$ cat src/rtl/rv_ctrl_pkg.sv
// Shared RV32 decode definitions: opcode values, ALU op codes, branch
// condition codes and the control bundle carried by the decode stage.
package rv_ctrl_pkg;

    localparam logic [6:0] OPC_OP_IMM = 7'b0010011;
    localparam logic [6:0] OPC_OP     = 7'b0110011;
    localparam logic [6:0] OPC_LOAD   = 7'b0000011;
    localparam logic [6:0] OPC_STORE  = 7'b0100011;
    localparam logic [6:0] OPC_BRANCH = 7'b1100011;
    localparam logic [6:0] OPC_LUI    = 7'b0110111;
    localparam logic [6:0] OPC_JAL    = 7'b1101111;

    localparam logic [2:0] ALU_NOP  = 3'd0;
    localparam logic [2:0] ALU_ADD  = 3'd1;
    localparam logic [2:0] ALU_SUB  = 3'd2;
    localparam logic [2:0] ALU_SLT  = 3'd3;
    localparam logic [2:0] ALU_XOR  = 3'd4;
    localparam logic [2:0] ALU_SLTU = 3'd5;
    localparam logic [2:0] ALU_OR   = 3'd6;
    localparam logic [2:0] ALU_AND  = 3'd7;

    localparam logic [2:0] BR_EQ = 3'b000;
    localparam logic [2:0] BR_NE = 3'b001;
    localparam logic [2:0] BR_LT = 3'b100;
    localparam logic [2:0] BR_GE = 3'b101;

    typedef struct packed {
        logic [2:0] alu_op;
        logic       rf_we;
        logic       has_imm;
        logic       mem_we;
        logic       mem_re;
        logic       branch;
        logic       jump;
        logic [2:0] br_cond;
        logic       illegal;
    } ctrl_t;

    // Maps funct3 of the supported ALU instructions (ADD/XOR/OR/AND and
    // their immediate forms) onto the ALU op codes.
    function automatic logic [2:0] alu_from_f3(input logic [2:0] f3);
        logic [2:0] op;
        op = ALU_NOP;
        case (f3)
            3'b000:  op = ALU_ADD;
            3'b100:  op = ALU_XOR;
            3'b110:  op = ALU_OR;
            3'b111:  op = ALU_AND;
            default: op = ALU_NOP;
        endcase
        return op;
    endfunction

endpackage

$ cat src/rtl/instr_decoder.sv
// Combinational RV32 subset decoder.
//   instr            : 32-bit instruction word
//   ctrl             : control bundle (illegal=1 with all controls 0 if unsupported)
//   imm              : sign-extended immediate (U-type already shifted by 12)
//   rs1/rs2/rd       : register fields (rs1 forced to 0 for LUI)
//   uses_rs1/uses_rs2: instruction actually reads that source register
module instr_decoder
    import rv_ctrl_pkg::*;
#(
    parameter int XLEN = 32,
    parameter int RA_W = 5
) (
    input  logic [31:0]     instr,
    output ctrl_t           ctrl,
    output logic [XLEN-1:0] imm,
    output logic [RA_W-1:0] rs1,
    output logic [RA_W-1:0] rs2,
    output logic [RA_W-1:0] rd,
    output logic            uses_rs1,
    output logic            uses_rs2
);

    logic [6:0]         opcode;
    logic [2:0]         f3;
    logic [6:0]         f7;
    logic signed [31:0] imm32;
    logic               legal;

    assign opcode = instr[6:0];
    assign f3     = instr[14:12];
    assign f7     = instr[31:25];

    assign rs1 = (opcode == OPC_LUI) ? '0 : RA_W'(instr[19:15]);
    assign rs2 = RA_W'(instr[24:20]);
    assign rd  = RA_W'(instr[11:7]);

    // Signed cast sign-extends the 32-bit immediate up to XLEN.
    assign imm = XLEN'(imm32);

    always_comb begin
        ctrl     = '0;
        imm32    = '0;
        legal    = 1'b0;
        uses_rs1 = 1'b0;
        uses_rs2 = 1'b0;
        case (opcode)
            OPC_OP_IMM: begin
                if (f3 inside {3'b000, 3'b100, 3'b110, 3'b111}) begin
                    legal        = 1'b1;
                    ctrl.alu_op  = alu_from_f3(f3);
                    ctrl.rf_we   = 1'b1;
                    ctrl.has_imm = 1'b1;
                    imm32        = {{20{instr[31]}}, instr[31:20]};
                    uses_rs1     = 1'b1;
                end
            end
            OPC_OP: begin
                if ((f7 == 7'b0000000 && f3 inside {3'b000, 3'b100, 3'b110, 3'b111}) ||
                    (f7 == 7'b0100000 && f3 == 3'b000)) begin
                    legal       = 1'b1;
                    ctrl.alu_op = (f7[5]) ? ALU_SUB : alu_from_f3(f3);
                    ctrl.rf_we  = 1'b1;
                    uses_rs1    = 1'b1;
                    uses_rs2    = 1'b1;
                end
            end
            OPC_LOAD: begin
                if (f3 == 3'b010) begin
                    legal        = 1'b1;
                    ctrl.alu_op  = ALU_ADD;
                    ctrl.has_imm = 1'b1;
                    ctrl.mem_re  = 1'b1;
                    ctrl.rf_we   = 1'b1;
                    imm32        = {{20{instr[31]}}, instr[31:20]};
                    uses_rs1     = 1'b1;
                end
            end
            OPC_STORE: begin
                if (f3 == 3'b010) begin
                    legal        = 1'b1;
                    ctrl.alu_op  = ALU_ADD;
                    ctrl.has_imm = 1'b1;
                    ctrl.mem_we  = 1'b1;
                    imm32        = {{20{instr[31]}}, instr[31:25], instr[11:7]};
                    uses_rs1     = 1'b1;
                    uses_rs2     = 1'b1;
                end
            end
            OPC_BRANCH: begin
                if (f3 inside {BR_EQ, BR_NE, BR_LT, BR_GE}) begin
                    legal        = 1'b1;
                    ctrl.alu_op  = ALU_SUB;
                    ctrl.branch  = 1'b1;
                    ctrl.br_cond = f3;
                    imm32        = {{20{instr[31]}}, instr[7], instr[30:25],
                                    instr[11:8], 1'b0};
                    uses_rs1     = 1'b1;
                    uses_rs2     = 1'b1;
                end
            end
            OPC_LUI: begin
                legal        = 1'b1;
                ctrl.alu_op  = ALU_ADD;
                ctrl.has_imm = 1'b1;
                ctrl.rf_we   = 1'b1;
                imm32        = {instr[31:12], 12'b0};
            end
            OPC_JAL: begin
                legal      = 1'b1;
                ctrl.jump  = 1'b1;
                ctrl.rf_we = 1'b1;
                imm32      = {{12{instr[31]}}, instr[19:12], instr[20],
                              instr[30:21], 1'b0};
            end
            default: legal = 1'b0;
        endcase
        if (!legal) begin
            ctrl.illegal = 1'b1;
        end
    end

endmodule

$ cat src/rtl/decode_stage.sv
// Registered RV32 decode stage between fetch and execute.
//   clk, rst             : clock, synchronous active-high reset
//   flush                : drop held and incoming instruction (redirect)
//   in_valid/in_ready    : fetch handshake, in_instr/in_pc payload
//   out_valid/out_ready  : execute handshake
//   out_pc, out_imm      : PC and sign-extended immediate of the bundle
//   out_rs1/rs2/rd       : register fields
//   out_alu_op .. out_illegal : decoded control bundle
//   ill_count            : saturating count of illegal bundles delivered
module decode_stage
    import rv_ctrl_pkg::*;
#(
    parameter int XLEN      = 32,
    parameter int RA_W      = 5,
    parameter int ILL_CNT_W = 8,
    parameter bit HAZ_EN    = 1'b1
) (
    input  logic                 clk,
    input  logic                 rst,
    input  logic                 flush,
    input  logic                 in_valid,
    output logic                 in_ready,
    input  logic [31:0]          in_instr,
    input  logic [XLEN-1:0]      in_pc,
    output logic                 out_valid,
    input  logic                 out_ready,
    output logic [XLEN-1:0]      out_pc,
    output logic [XLEN-1:0]      out_imm,
    output logic [RA_W-1:0]      out_rs1,
    output logic [RA_W-1:0]      out_rs2,
    output logic [RA_W-1:0]      out_rd,
    output logic [2:0]           out_alu_op,
    output logic                 out_rf_we,
    output logic                 out_has_imm,
    output logic                 out_mem_we,
    output logic                 out_mem_re,
    output logic                 out_branch,
    output logic                 out_jump,
    output logic [2:0]           out_br_cond,
    output logic                 out_illegal,
    output logic [ILL_CNT_W-1:0] ill_count
);

    ctrl_t           dec_ctrl;
    logic [XLEN-1:0] dec_imm;
    logic [RA_W-1:0] dec_rs1, dec_rs2, dec_rd;
    logic            dec_uses_rs1, dec_uses_rs2;

    instr_decoder #(.XLEN(XLEN), .RA_W(RA_W)) u_dec (
        .instr    (in_instr),
        .ctrl     (dec_ctrl),
        .imm      (dec_imm),
        .rs1      (dec_rs1),
        .rs2      (dec_rs2),
        .rd       (dec_rd),
        .uses_rs1 (dec_uses_rs1),
        .uses_rs2 (dec_uses_rs2)
    );

    logic                 out_valid_reg;
    ctrl_t                ctrl_reg;
    logic [XLEN-1:0]      pc_reg, imm_reg;
    logic [RA_W-1:0]      rs1_reg, rs2_reg, rd_reg;
    logic                 haz_vld_reg;
    logic [RA_W-1:0]      haz_rd_reg;
    logic [ILL_CNT_W-1:0] ill_count_reg;

    logic stall, xfer_in, xfer_out;

    // A load still sitting in the output register (or just leaving it) must
    // not be followed directly by a consumer of its rd: the consumer is held
    // back one cycle, which lets a bubble reach execute in between.
    assign stall = HAZ_EN && haz_vld_reg && in_valid &&
                   ((dec_uses_rs1 && dec_rs1 == haz_rd_reg) ||
                    (dec_uses_rs2 && dec_rs2 == haz_rd_reg));

    assign in_ready = (!out_valid_reg || out_ready) && !stall && !flush;
    assign xfer_in  = in_valid && in_ready;
    assign xfer_out = out_valid_reg && out_ready;

    always_ff @(posedge clk) begin
        if (rst) begin
            out_valid_reg <= 1'b0;
            ctrl_reg      <= '0;
            pc_reg        <= '0;
            imm_reg       <= '0;
            rs1_reg       <= '0;
            rs2_reg       <= '0;
            rd_reg        <= '0;
            haz_vld_reg   <= 1'b0;
            haz_rd_reg    <= '0;
            ill_count_reg <= '0;
        end else begin
            if (flush) begin
                out_valid_reg <= 1'b0;
            end else if (xfer_in) begin
                out_valid_reg <= 1'b1;
            end else if (xfer_out) begin
                out_valid_reg <= 1'b0;
            end

            if (xfer_in) begin
                ctrl_reg <= dec_ctrl;
                pc_reg   <= in_pc;
                imm_reg  <= dec_imm;
                rs1_reg  <= dec_rs1;
                rs2_reg  <= dec_rs2;
                rd_reg   <= dec_rd;
            end

            // Hazard window opens when a load with rd!=0 is captured, stays
            // open while execute holds it off, and closes one cycle after it
            // has been handed over.
            if (flush) begin
                haz_vld_reg <= 1'b0;
            end else if (xfer_in) begin
                haz_vld_reg <= dec_ctrl.mem_re && (dec_rd != '0);
                haz_rd_reg  <= dec_rd;
            end else if (!(out_valid_reg && !out_ready)) begin
                haz_vld_reg <= 1'b0;
            end

            if (xfer_out && ctrl_reg.illegal && (ill_count_reg != '1)) begin
                ill_count_reg <= ill_count_reg + 1'b1;
            end
        end
    end

    assign out_valid   = out_valid_reg;
    assign out_pc      = pc_reg;
    assign out_imm     = imm_reg;
    assign out_rs1     = rs1_reg;
    assign out_rs2     = rs2_reg;
    assign out_rd      = rd_reg;
    assign out_alu_op  = ctrl_reg.alu_op;
    assign out_rf_we   = ctrl_reg.rf_we;
    assign out_has_imm = ctrl_reg.has_imm;
    assign out_mem_we  = ctrl_reg.mem_we;
    assign out_mem_re  = ctrl_reg.mem_re;
    assign out_branch  = ctrl_reg.branch;
    assign out_jump    = ctrl_reg.jump;
    assign out_br_cond = ctrl_reg.br_cond;
    assign out_illegal = ctrl_reg.illegal;
    assign ill_count   = ill_count_reg;

endmodule

$ cat config.mk
export PLATFORM = sky130hd
export DESIGN_NAME = decode_stage
export DESIGN_NICKNAME = d
export VERILOG_FILES = /design/src/rtl/rv_ctrl_pkg.sv /design/src/rtl/instr_decoder.sv /design/src/rtl/decode_stage.sv
export SDC_FILE = /design/constraint.sdc
export NUM_CORES = 1
export LEC_CHECK = 0
export CAP_MARGIN = 20
export CORE_MARGIN = 4
export CORE_UTILIZATION = 40
export CTS_BUF_LIST = sky130_fd_sc_hd__clkbuf_4 sky130_fd_sc_hd__clkbuf_8 sky130_fd_sc_hd__clkbuf_16
export CTS_CLUSTER_DIAMETER = 40
export DETAILED_ROUTE_END_ITERATION = 16
export PLACE_DENSITY = 0.72
export SLEW_MARGIN = 20
export SYNTH_ARGS = -nofsm -noshare
export SYNTH_HDL_FRONTEND = slang
export SYNTH_SLANG_ARGS = --single-unit
$ cat constraint.sdc
create_clock -name clk -period 4.7 [get_ports clk]
set_input_delay 0.47 -clock clk [delete_from_list [all_inputs] [get_ports clk]]
set_output_delay 0.47 -clock clk [all_outputs]
set_load 0.05 [all_outputs]
* Word-level counts from Yosys, hierarchy flattened
Cells that the tools add are included.
** Word-level totals
- Register bits :: 107
- Output and inout port bits :: 102
** Operators by class
- Add/subtract/negate cells :: 1
- Equality and inequality tests :: 18
- Reduce and logical (&&, ||, !) cells :: 31
- Bitwise logic cells :: 1
- Muxes and demuxes :: 35
** Operators with widths (number)
- $pmux W32 S6 :: 1
- $mux W32 :: 4
- $eq A7 B6 Y1 const B :: 4
- $pmux W3 S6 :: 1
- $eq A7 B7 Y1 const B :: 2
- $logic_and A1 B1 Y1 :: 14
- $mux W1 :: 14
- $eq A3 B3 Y1 const B :: 4
- $mux W3 :: 4
- $pmux W1 S4 :: 3
- $pmux W3 S4 :: 1
- $eq A5 B5 Y1 :: 2
- $mux W5 :: 2
- $add A8 B1 Y8 const B :: 1
- $ne A8 B8 Y1 const B :: 1
- $reduce_bool A4 Y1 :: 2
- $eq A7 B2 Y1 const B :: 1
- $eq A7 B5 Y1 const B :: 1
- $logic_not A7 Y1 :: 1
- $reduce_or A2 Y1 :: 3
- $pmux W1 S5 :: 1
- $reduce_bool A5 Y1 :: 1
- $logic_not A1 Y1 :: 4
- $mux W2 :: 2
- other kinds (10) :: 12

* Logic depth before layout (Yosys ltp)
Gate-level depths: netlist (run 1).
- Depth after elaboration :: 14
- Depth in mapped cells :: 10
- Depth with buffers taken out :: 7

* Modules after synthesis
Synthesis (run 1) repeated with hierarchy kept, for this count alone.
** Unflattened totals
- Cell total of the unflattened synthesis :: 641
- Area total of the unflattened synthesis :: 5321.4 sq um
** Modules (own cells, without submodules)
- decode_stage :: cells each 505, instances 1, area an instance 4393.0 sq um, sequential area each 2142.1 sq um
- instr_decoder :: cells each 136, instances 1, area an instance 928.4 sq um, sequential area each 0.0 sq um

* Least setup slack after synthesis (run 1)
Ideal clock, no wire load.
- Kind :: input port to output port
- Start :: in in_instr[6]
- End :: out in_ready
- Data arrival time :: 2.560 ns
- Path slack :: 1.670 ns
- Path buffers :: 1
- Stages :: 7
- Data required time :: 4.230 ns
- Cell sequence :: buf_2 -> nor2b_1 -> a22o_1 -> or2_2 -> o2111ai_1 -> nand2_1 -> a31oi_1
** On the way
- Longest elaborated chain between the ends :: 9
- Elaborated cells between the ends (all ways) :: 18
- Those cells by class :: eq/ne: 7; mux: 3; reduce/logical: 8
** Ends and longest elaborated chain
- start: declaration :: line decode_stage.sv:23 : input logic [31:0] in_instr,
- $eq A7 B2 Y1 (tied with other cells) :: line instr_decoder.sv:46 : case (opcode)
- $reduce_or A2 Y1 (no source line) / $mux W5 (equally long branches)
- $pmux W1 S4 / $eq A5 B5 Y1 (equally long branches) :: line instr_decoder.sv:46, decode_stage.sv:74
- $logic_and A1 B1 Y1 :: line decode_stage.sv:74 : ((dec_uses_rs1 && dec_rs1 == haz_rd_reg) ||
- $logic_or A1 B1 Y1 * :: line decode_stage.sv:74
- $logic_and A1 B1 Y1 * :: line decode_stage.sv:73 : assign stall = HAZ_EN && haz_vld_reg && in_valid &&
- $logic_not A1 Y1 * :: line decode_stage.sv:77 : assign in_ready = (!out_valid_reg || out_ready) && !stall && !flush;
- $logic_and A1 B1 Y1 * (2 in series) :: line decode_stage.sv:77
- end: declaration :: line decode_stage.sv:22 : output logic in_ready,
Every way passes the cells marked *; elsewhere a longest branch is shown, timed or not.

* Worst setup path in the final report (run 1)
- Start :: in in_instr[4]
- End :: out in_ready
The elaborated chain is that of the path after synthesis.

==> flow_results.xml, run 1 <==
<?xml version="1.0" encoding="UTF-8"?>
<metrics>
  <group name="cts">
    <metric name="clock_tree.htree_level_count" unit="">3</metric>
    <metric name="tritoncts.num_buffers" unit="">9</metric>
    <metric name="worst_setup_hold_path_clk_slew" unit="ps">70</metric>
    <metric name="ctsResizeCount" unit="">0</metric>
    <metric name="clock_tree.buffer_depth" unit="">2</metric>
    <metric name="clock_insertion_delay_worst_skew" unit="ps">350</metric>
    <metric name="cts.sink_count" unit="">107</metric>
    <metric name="post-cts-setup-buffers" unit="">0</metric>
    <metric name="tritoncts" unit="">yes</metric>
    <metric name="clk_root_buffer_cell" unit="">sky130_fd_sc_hd__clkbuf_16</metric>
    <metric name="cts_hold_buffers" unit="">0</metric>
  </group>
  <group name="route">
    <metric name="drt-initial-drc-count" unit="">485</metric>
    <metric name="vias_per_cell" unit="">5.83</metric>
    <metric name="antenna_violating_nets_post_route" unit="">0</metric>
    <metric name="wl" unit="um">17500</metric>
    <metric name="drt-pass1-iter-count" unit="">7</metric>
    <metric name="remaining_drc_errors" unit="">0</metric>
    <metric name="vias" unit="">5295</metric>
    <metric name="post_drt_wl_per_cell" unit="um">19.3</metric>
  </group>
  <group name="die">
    <metric name="fp.coreArea" unit="um^2">12200</metric>
    <metric name="initial_utilization" unit="%">41.2</metric>
    <metric name="die_h" unit="um">120</metric>
    <metric name="die_width" unit="um">120</metric>
    <metric name="design.portCount" unit="">171</metric>
    <metric name="dieArea" unit="um^2">14400</metric>
    <metric name="std_cell_rows" unit="">40</metric>
  </group>
  <group name="sta">
    <metric name="time_the_final_worst_path_needs_with_i_o_delays_and_setup" unit="ps">4100</metric>
    <metric name="worst_pin_slew" unit="ps">1010</metric>
    <metric name="fin_skew" unit="ps">7.14</metric>
    <metric name="hold_violations" unit="">0</metric>
    <metric name="worst_case_headroom_to_the_max_slew_limit" unit="%">32.8</metric>
    <metric name="setup-violations-final" unit="">0</metric>
    <metric name="timing.setup.tns" unit="ps">0</metric>
    <metric name="timing.final.max_slew_violations" unit="">0</metric>
    <metric name="rsz0062_at_grt" unit="">no</metric>
    <metric name="max_clock_freq" unit="MHz">244</metric>
    <metric name="finalCritPeriodShare" unit="%">87.3</metric>
  </group>
  <group name="global_routing">
    <metric name="grt.total_usage" unit="%">23.9</metric>
    <metric name="grt_pass1_vias" unit="">5142</metric>
    <metric name="grt_max_degree" unit="">90</metric>
    <metric name="antenna_found_initial" unit="">0</metric>
    <metric name="grt_remaining_overflow" unit="">0</metric>
    <metric name="grt_pass1_wl" unit="um">27600</metric>
  </group>
  <group name="setup_path">
    <metric name="worstSetupStartpointType" unit="">input pin</metric>
    <metric name="cp_max_fo" unit="">11</metric>
    <metric name="setup.worst_path.class" unit="">in -&gt; out</metric>
    <metric name="setup.worst_path.end_class" unit="">primary output</metric>
    <metric name="cp.arrival" unit="ps">3630</metric>
    <metric name="crit_required" unit="ps">4230</metric>
  </group>
  <group name="layout">
    <metric name="num_antenna_cells" unit="">0</metric>
    <metric name="nets" unit="">806</metric>
    <metric name="mostFrequentLayoutCells" unit="">169 x sky130_fd_sc_hd__clkdlybuf4s50_1, 107 x sky130_fd_sc_hd__dfxtp_1, 91 x sky130_fd_sc_hd__a21oi_1</metric>
    <metric name="area_growth" unit="%">41.4</metric>
    <metric name="final_cell_area" unit="um^2">7090</metric>
    <metric name="final-instance-count-excl-fill" unit="">908</metric>
    <metric name="layout.cells.most_common" unit="">sky130_fd_sc_hd__clkdlybuf4s50_1</metric>
    <metric name="n_fill_cell" unit="">1093</metric>
    <metric name="post_route_cells_drive_above_1_share" unit="%">5.54</metric>
  </group>
  <group name="synth">
    <metric name="syn-mean-instance-area" unit="um^2">8.33</metric>
    <metric name="synth.yosys.warnings" unit="">0</metric>
    <metric name="synthFlopType" unit="">sky130_fd_sc_hd__dfxtp_1</metric>
    <metric name="synth-edff-count" unit="">0</metric>
    <metric name="synth.net_count" unit="">672</metric>
    <metric name="synth-async-reset-ratio" unit="%">0</metric>
    <metric name="synth_area" unit="um^2">5010</metric>
    <metric name="synth.ff_latch_count" unit="">107</metric>
    <metric name="synth_sequential_area_ratio" unit="%">42.7</metric>
    <metric name="yosysUniqueCellTypes" unit="">67</metric>
    <metric name="synth.top_cells.by_area" unit="">sky130_fd_sc_hd__dfxtp_1 43%, sky130_fd_sc_hd__a21oi_1 9.1%, sky130_fd_sc_hd__o21ai_0 6.6%, sky130_fd_sc_hd__nand3_1 5.5%, sky130_fd_sc_hd__nand2_1 2.9%</metric>
    <metric name="netlist.top_cell.by_area" unit="">sky130_fd_sc_hd__dfxtp_1</metric>
    <metric name="netlist.area_leader.share" unit="%">42.7</metric>
    <metric name="postSynthCellCount" unit="">602</metric>
  </group>
  <group name="pwr">
    <metric name="power.ir.vdd_worst" unit="mV">0.281</metric>
    <metric name="p_leak" unit="nW">2.37</metric>
    <metric name="power_density" unit="nW/um^2">315</metric>
  </group>
  <group name="placement">
    <metric name="gp_routability_congestion" unit="">0.906</metric>
    <metric name="detailed_place.area" unit="um^2">6740</metric>
    <metric name="cell_total_after_placement" unit="">892</metric>
    <metric name="buffer_ports.inserted" unit="">170</metric>
    <metric name="dp_hpwl" unit="um">12200</metric>
  </group>
  <group name="run">
    <metric name="max_cap_violations" unit="">0</metric>
  </group>
  <group name="run_status">
    <metric name="run_status" unit="">complete, no violations</metric>
  </group>
  <group name="min_path">
    <metric name="worstHoldPathType" unit="">reg -&gt; reg</metric>
  </group>
</metrics>
==> cell usage after synthesis, types with 3 or more instances <==
master / number
sky130_fd_sc_hd__o211ai_1: 14
sky130_fd_sc_hd__clkbuf_2: 5
sky130_fd_sc_hd__clkbuf_1: 18
sky130_fd_sc_hd__a21oi_1: 91
sky130_fd_sc_hd__nor4_1: 4
sky130_fd_sc_hd__nor2b_1: 4
sky130_fd_sc_hd__nor3_1: 10
sky130_fd_sc_hd__dfxtp_1: 107
sky130_fd_sc_hd__inv_1: 11
sky130_fd_sc_hd__a31oi_1: 4
sky130_fd_sc_hd__nor4b_1: 4
sky130_fd_sc_hd__xor2_1: 6
sky130_fd_sc_hd__a211oi_1: 19
sky130_fd_sc_hd__a22oi_1: 9
sky130_fd_sc_hd__buf_6: 4
sky130_fd_sc_hd__buf_2: 24
sky130_fd_sc_hd__o21ai_0: 66
sky130_fd_sc_hd__nand2b_1: 4
sky130_fd_sc_hd__nor2_1: 13
sky130_fd_sc_hd__nor4bb_1: 3
sky130_fd_sc_hd__nand2_1: 39
sky130_fd_sc_hd__buf_4: 4
sky130_fd_sc_hd__buf_1: 3
sky130_fd_sc_hd__a311oi_1: 10
sky130_fd_sc_hd__xnor2_1: 6
sky130_fd_sc_hd__nand3_1: 55
sky130_fd_sc_hd__and3_1: 4
sky130_fd_sc_hd__nand4_1: 13
==> area by class of cell <==
class | instances | area [um^2] | area share, %
Tap cell | 168 | 210 | 2.97
Clock inverter | 4 | 80.1 | 1.13
Multi-Input combinational cell | 425 | 2550 | 36.0
Clock buffer | 11 | 253 | 3.57
Timing Repair Buffer | 181 | 1800 | 25.4
Inverter | 12 | 45.0 | 0.636
Sequential cell | 107 | 2140 | 30.2
==> stage by stage <==
stage	util, %	power (mW)	worst slack, ps	hold WS (ps)
6_report	58.3	2.23	597	468
5_1_grt	58.3	2.30	332	496
2_1_floorplan	-	1.23	1670	477
3_5_place_dp	55.4	1.40	621	453
3_3_place_gp	55.2	1.40	720	449
4_1_cts	58.2	2.24	610	474
==> where the power goes <==
group | switching [mW] | total [mW] | internal, mW | leakage [nW]
clock network | 0.345 | 0.844 | 0.499 | 0.164
logic | 0.262 | 0.418 | 0.156 | 1.34
registers | 0.0234 | 0.967 | 0.943 | 0.873
==> critical path, stage by stage <==
cell,delay [ps]
sky130_fd_sc_hd__clkdlybuf4s50_1,690
sky130_fd_sc_hd__nor3b_2,360
sky130_fd_sc_hd__a21oi_1,110
sky130_fd_sc_hd__o32ai_1,530
sky130_fd_sc_hd__o2111ai_1,420
sky130_fd_sc_hd__nand2_1,210
sky130_fd_sc_hd__a31oi_1,100
sky130_fd_sc_hd__clkdlybuf4s50_1,720
==> per-layer routing <==
layer	vias up	share of wire, %	global-route usage, %
li1	2514	-	-
met1	2534	44	31.0
met2	217	46	37.9
met3	30	8.1	6.55
met4	0	2.0	9.16
met5	-	0	0
==> path summary, 6_finish.rpt <==
kind	startpoint	endpoint	slack [ps]	depth (start not counted)
setup / recovery	in_instr[4]	in_ready	600	8
hold reg to reg	out_rd[2]$_SDFFE_PP0P_	out_rd[2]$_SDFFE_PP0P_	470	2
hold / removal	out_rd[2]$_SDFFE_PP0P_	out_rd[2]$_SDFFE_PP0P_	470	2
setup reg to reg	haz_rd_reg[1]$_SDFFE_PP0P_	out_illegal$_SDFFE_PP0P_	2170	7
==> cell families after synthesis <==
group	Yosys count	share of synthesized area [%]
simple gates	172	18.5
xor+xnor	12	2.10
mux	1	0.200
compound gates	239	29.4
flops	107	42.7
fa+ha+maj	1	0.250
buf+inv	70	6.86
Note: power is estimated with default switching activity, not from simulation.
==> run 2, diff against run 1 <==
--- a/config.mk
+++ b/config.mk
@@ -7,11 +7,10 @@
 export LEC_CHECK = 0
 export CAP_MARGIN = 20
 export CORE_MARGIN = 4
-export CORE_UTILIZATION = 40
+export CORE_UTILIZATION = 30
 export CTS_BUF_LIST = sky130_fd_sc_hd__clkbuf_4 sky130_fd_sc_hd__clkbuf_8 sky130_fd_sc_hd__clkbuf_16
 export CTS_CLUSTER_DIAMETER = 40
 export DETAILED_ROUTE_END_ITERATION = 16
-export PLACE_DENSITY = 0.72
 export SLEW_MARGIN = 20
 export SYNTH_ARGS = -nofsm -noshare
 export SYNTH_HDL_FRONTEND = slang
==> run 2 against run 1 <==
Global-route usage shrank 4.7 points. Non-clock buffer count shrank 3. Clock skew grew 2.0 ps. Power shrank 4.5%. Die area grew 31%. First-iteration DRC count shrank 23%. Register-to-register slack lost 110 ps. Sequential share of layout area grew 0.096 points.
==> flow_results.xml, run 2 (synthesis results as in run 1) <==
<?xml version="1.0" encoding="UTF-8"?>
<metrics>
  <group name="run_status">
    <metric name="run_status" unit="">complete, no violations</metric>
  </group>
  <group name="setup_path">
    <metric name="setup.worst_path.start" unit="">in_instr[4]</metric>
    <metric name="cp.arrival" unit="ps">3400</metric>
    <metric name="cp_max_fo" unit="">19</metric>
    <metric name="crit_end" unit="">in_ready</metric>
    <metric name="crit_required" unit="ps">4230</metric>
    <metric name="reg2reg_from" unit="">haz_rd_reg[4]$_SDFFE_PP0P_</metric>
    <metric name="reg2reg_depth" unit="">7</metric>
    <metric name="timing.rr.end" unit="">out_has_imm$_SDFFE_PP0P_</metric>
    <metric name="worst-r2r-setup-slack" unit="ps">2060</metric>
    <metric name="setup.worst_path.end_class" unit="">primary output</metric>
    <metric name="setup.worst_path.class" unit="">in -&gt; out</metric>
    <metric name="worstSetupStartpointType" unit="">input pin</metric>
  </group>
  <group name="cts">
    <metric name="clock_tree.htree_level_count" unit="">3</metric>
    <metric name="tritoncts.num_buffers" unit="">9</metric>
    <metric name="clock_insertion_delay_worst_skew" unit="ps">350</metric>
    <metric name="post-cts-setup-buffers" unit="">0</metric>
    <metric name="ctsResizeCount" unit="">0</metric>
    <metric name="clock_tree.buffer_depth" unit="">2</metric>
    <metric name="clk_root_buffer_cell" unit="">sky130_fd_sc_hd__clkbuf_16</metric>
    <metric name="tritoncts" unit="">yes</metric>
    <metric name="cts.sink_count" unit="">107</metric>
    <metric name="cts_hold_buffers" unit="">0</metric>
    <metric name="worst_setup_hold_path_clk_slew" unit="ps">70</metric>
  </group>
  <group name="placement">
    <metric name="placement.setup.worst_slack" unit="ps">824</metric>
    <metric name="gp_routability_congestion" unit="">0.890</metric>
    <metric name="dp_hpwl" unit="um">13000</metric>
    <metric name="cell_total_after_placement" unit="">938</metric>
    <metric name="buffer_ports.inserted" unit="">170</metric>
  </group>
  <group name="die">
    <metric name="die_width" unit="um">137</metric>
    <metric name="dieArea" unit="um^2">18800</metric>
    <metric name="design.portCount" unit="">171</metric>
    <metric name="std_cell_rows" unit="">46</metric>
    <metric name="fp.coreArea" unit="um^2">16100</metric>
    <metric name="die_h" unit="um">137</metric>
    <metric name="initial_utilization" unit="%">31.1</metric>
  </group>
  <group name="route">
    <metric name="vias_per_cell" unit="">5.60</metric>
    <metric name="wl" unit="um">18600</metric>
    <metric name="drt-initial-drc-count" unit="">375</metric>
    <metric name="routed-wl-met2" unit="um">8370</metric>
    <metric name="antenna_violating_nets_post_route" unit="">0</metric>
    <metric name="drt-pass1-iter-count" unit="">5</metric>
    <metric name="remaining_drc_errors" unit="">0</metric>
    <metric name="top_layer_used" unit="">met4</metric>
    <metric name="wl_met3" unit="um">1610</metric>
    <metric name="post_drt_wl_per_cell" unit="um">19.5</metric>
    <metric name="vias" unit="">5342</metric>
    <metric name="route.layer.met1.wl" unit="um">8300</metric>
  </group>
  <group name="sta">
    <metric name="max_clock_freq" unit="MHz">259</metric>
    <metric name="finalWorstSetupSlack" unit="ps">835</metric>
    <metric name="rsz0062_at_grt" unit="">no</metric>
    <metric name="setup-violations-final" unit="">0</metric>
    <metric name="hold_violations" unit="">0</metric>
    <metric name="timing.setup.tns" unit="ps">0</metric>
    <metric name="worst_pin_slew" unit="ps">979</metric>
    <metric name="finalCritPeriodShare" unit="%">82.2</metric>
    <metric name="fin_skew" unit="ps">9.12</metric>
    <metric name="timing.final.max_slew_violations" unit="">0</metric>
    <metric name="worst_case_headroom_to_the_max_slew_limit" unit="%">34.7</metric>
    <metric name="time_the_final_worst_path_needs_with_i_o_delays_and_setup" unit="ps">3870</metric>
  </group>
  <group name="layout">
    <metric name="post_route_cells_drive_above_1_share" unit="%">5.56</metric>
    <metric name="n_fill_cell" unit="">1613</metric>
    <metric name="layout.cells.most_common" unit="">sky130_fd_sc_hd__clkdlybuf4s50_1</metric>
    <metric name="final-instance-count-excl-fill" unit="">954</metric>
    <metric name="area_growth" unit="%">40.9</metric>
    <metric name="multi_input_area" unit="um^2">2550</metric>
    <metric name="nets" unit="">803</metric>
    <metric name="mostFrequentLayoutCells" unit="">168 x sky130_fd_sc_hd__clkdlybuf4s50_1, 107 x sky130_fd_sc_hd__dfxtp_1, 91 x sky130_fd_sc_hd__a21oi_1</metric>
    <metric name="ff_latch_area" unit="um^2">2140</metric>
    <metric name="num_antenna_cells" unit="">0</metric>
  </group>
  <group name="pwr">
    <metric name="power_frac_seq" unit="%">45.5</metric>
    <metric name="power_density" unit="nW/um^2">301</metric>
    <metric name="p_leak" unit="nW">2.33</metric>
    <metric name="clock_power_share" unit="%">34.7</metric>
    <metric name="power.switching" unit="mW">0.639</metric>
    <metric name="power.ir.vdd_worst" unit="mV">0.161</metric>
    <metric name="cell_internal_pwr" unit="mW">1.49</metric>
    <metric name="switching_share" unit="%">30.0</metric>
    <metric name="combinational_cell_fraction_of_total_power" unit="%">19.9</metric>
  </group>
  <group name="global_routing">
    <metric name="grt_pass1_vias" unit="">5130</metric>
    <metric name="grt_remaining_overflow" unit="">0</metric>
    <metric name="grt.total_usage" unit="%">19.2</metric>
    <metric name="grt_max_degree" unit="">89</metric>
    <metric name="grt_pass1_wl" unit="um">28600</metric>
    <metric name="antenna_found_initial" unit="">0</metric>
  </group>
  <group name="run">
    <metric name="max_cap_violations" unit="">0</metric>
  </group>
  <group name="min_path">
    <metric name="worstHoldPathType" unit="">reg -&gt; reg</metric>
  </group>
</metrics>
==> run 2: cell types whose count changed in the layout (fill, tap and decap cells not counted), sizes merged <==
cell / delta
buf: -2
bufinv: -2
clkinvlp: +2
clkbuf: +1
clkdlybuf4s50: -1
clkinv: -1
inv: +1
==> run 2: final cells by class <==
| type | instances | share of cell area, % |
|---|---|---|
| Multi-Input combinational cell | 425 | 36.1 |
| Sequential cell | 107 | 30.3 |
| Timing Repair Buffer | 178 | 25.0 |
| Tap cell | 216 | 3.83 |
| Clock buffer | 12 | 3.60 |
| Inverter | 12 | 0.638 |
| Clock inverter | 4 | 0.461 |
==> run 2: worst min path at each step <==
| stage | startpoint | to | slack (ps) | cells after the start |
|---|---|---|---|---|
| floorplan | haz_rd_reg[3]$_SDFFE_PP0P_ | haz_rd_reg[3]$_SDFFE_PP0P_ | 480 | 2 |
| global placement | out_has_imm$_SDFFE_PP0P_ | out_has_imm$_SDFFE_PP0P_ | 460 | 2 |
| detailed placement | out_rd[3]$_SDFFE_PP0P_ | out_rd[3]$_SDFFE_PP0P_ | 450 | 2 |
| CTS | out_rd[3]$_SDFFE_PP0P_ | out_rd[3]$_SDFFE_PP0P_ | 460 | 2 |
| global route | out_rd[3]$_SDFFE_PP0P_ | out_rd[3]$_SDFFE_PP0P_ | 480 | 2 |
| finish | out_rd[3]$_SDFFE_PP0P_ | out_rd[3]$_SDFFE_PP0P_ | 460 | 2 |
==> run 2: through the flow <==
step / hold slack (ps) / utilization [%] / instance area (um^2) / power [mW]
finish: 464 / 43.8 / 7060 / 2.13
global route: 479 / 43.8 / 7060 / 2.22
CTS: 463 / 43.8 / 7060 / 2.15
detailed placement: 454 / 42.1 / 6780 / 1.41
global placement: 457 / 42.1 / 6780 / 1.40
floorplan: 477 / - / 5010 / 1.23
==> run 2: metal layers <==
layer,track usage [%],up-vias
met5,0,-
met4,6.26,0
met3,4.27,18
met1,26.9,2587
li1,-,2502
met2,29.4,235
==> run 2: power groups by stage <==
stage	sequential (mW)	combinational, mW	clock, mW
2_1_floorplan	1.10	0.121	0
3_3_place_gp	0.988	0.417	0
3_5_place_dp	0.989	0.421	0
4_1_cts	0.968	0.422	0.758
5_1_grt	0.972	0.447	0.797
6_report	0.968	0.423	0.737
==> run 2: critical path, stage by stage <==
cell	delay, ps
sky130_fd_sc_hd__clkdlybuf4s50_1	690
sky130_fd_sc_hd__nor3b_2	370
sky130_fd_sc_hd__and2_1	680
sky130_fd_sc_hd__o32ai_1	310
sky130_fd_sc_hd__o2111ai_1	340
sky130_fd_sc_hd__nand2_1	120
sky130_fd_sc_hd__a31oi_1	190
sky130_fd_sc_hd__buf_4	220
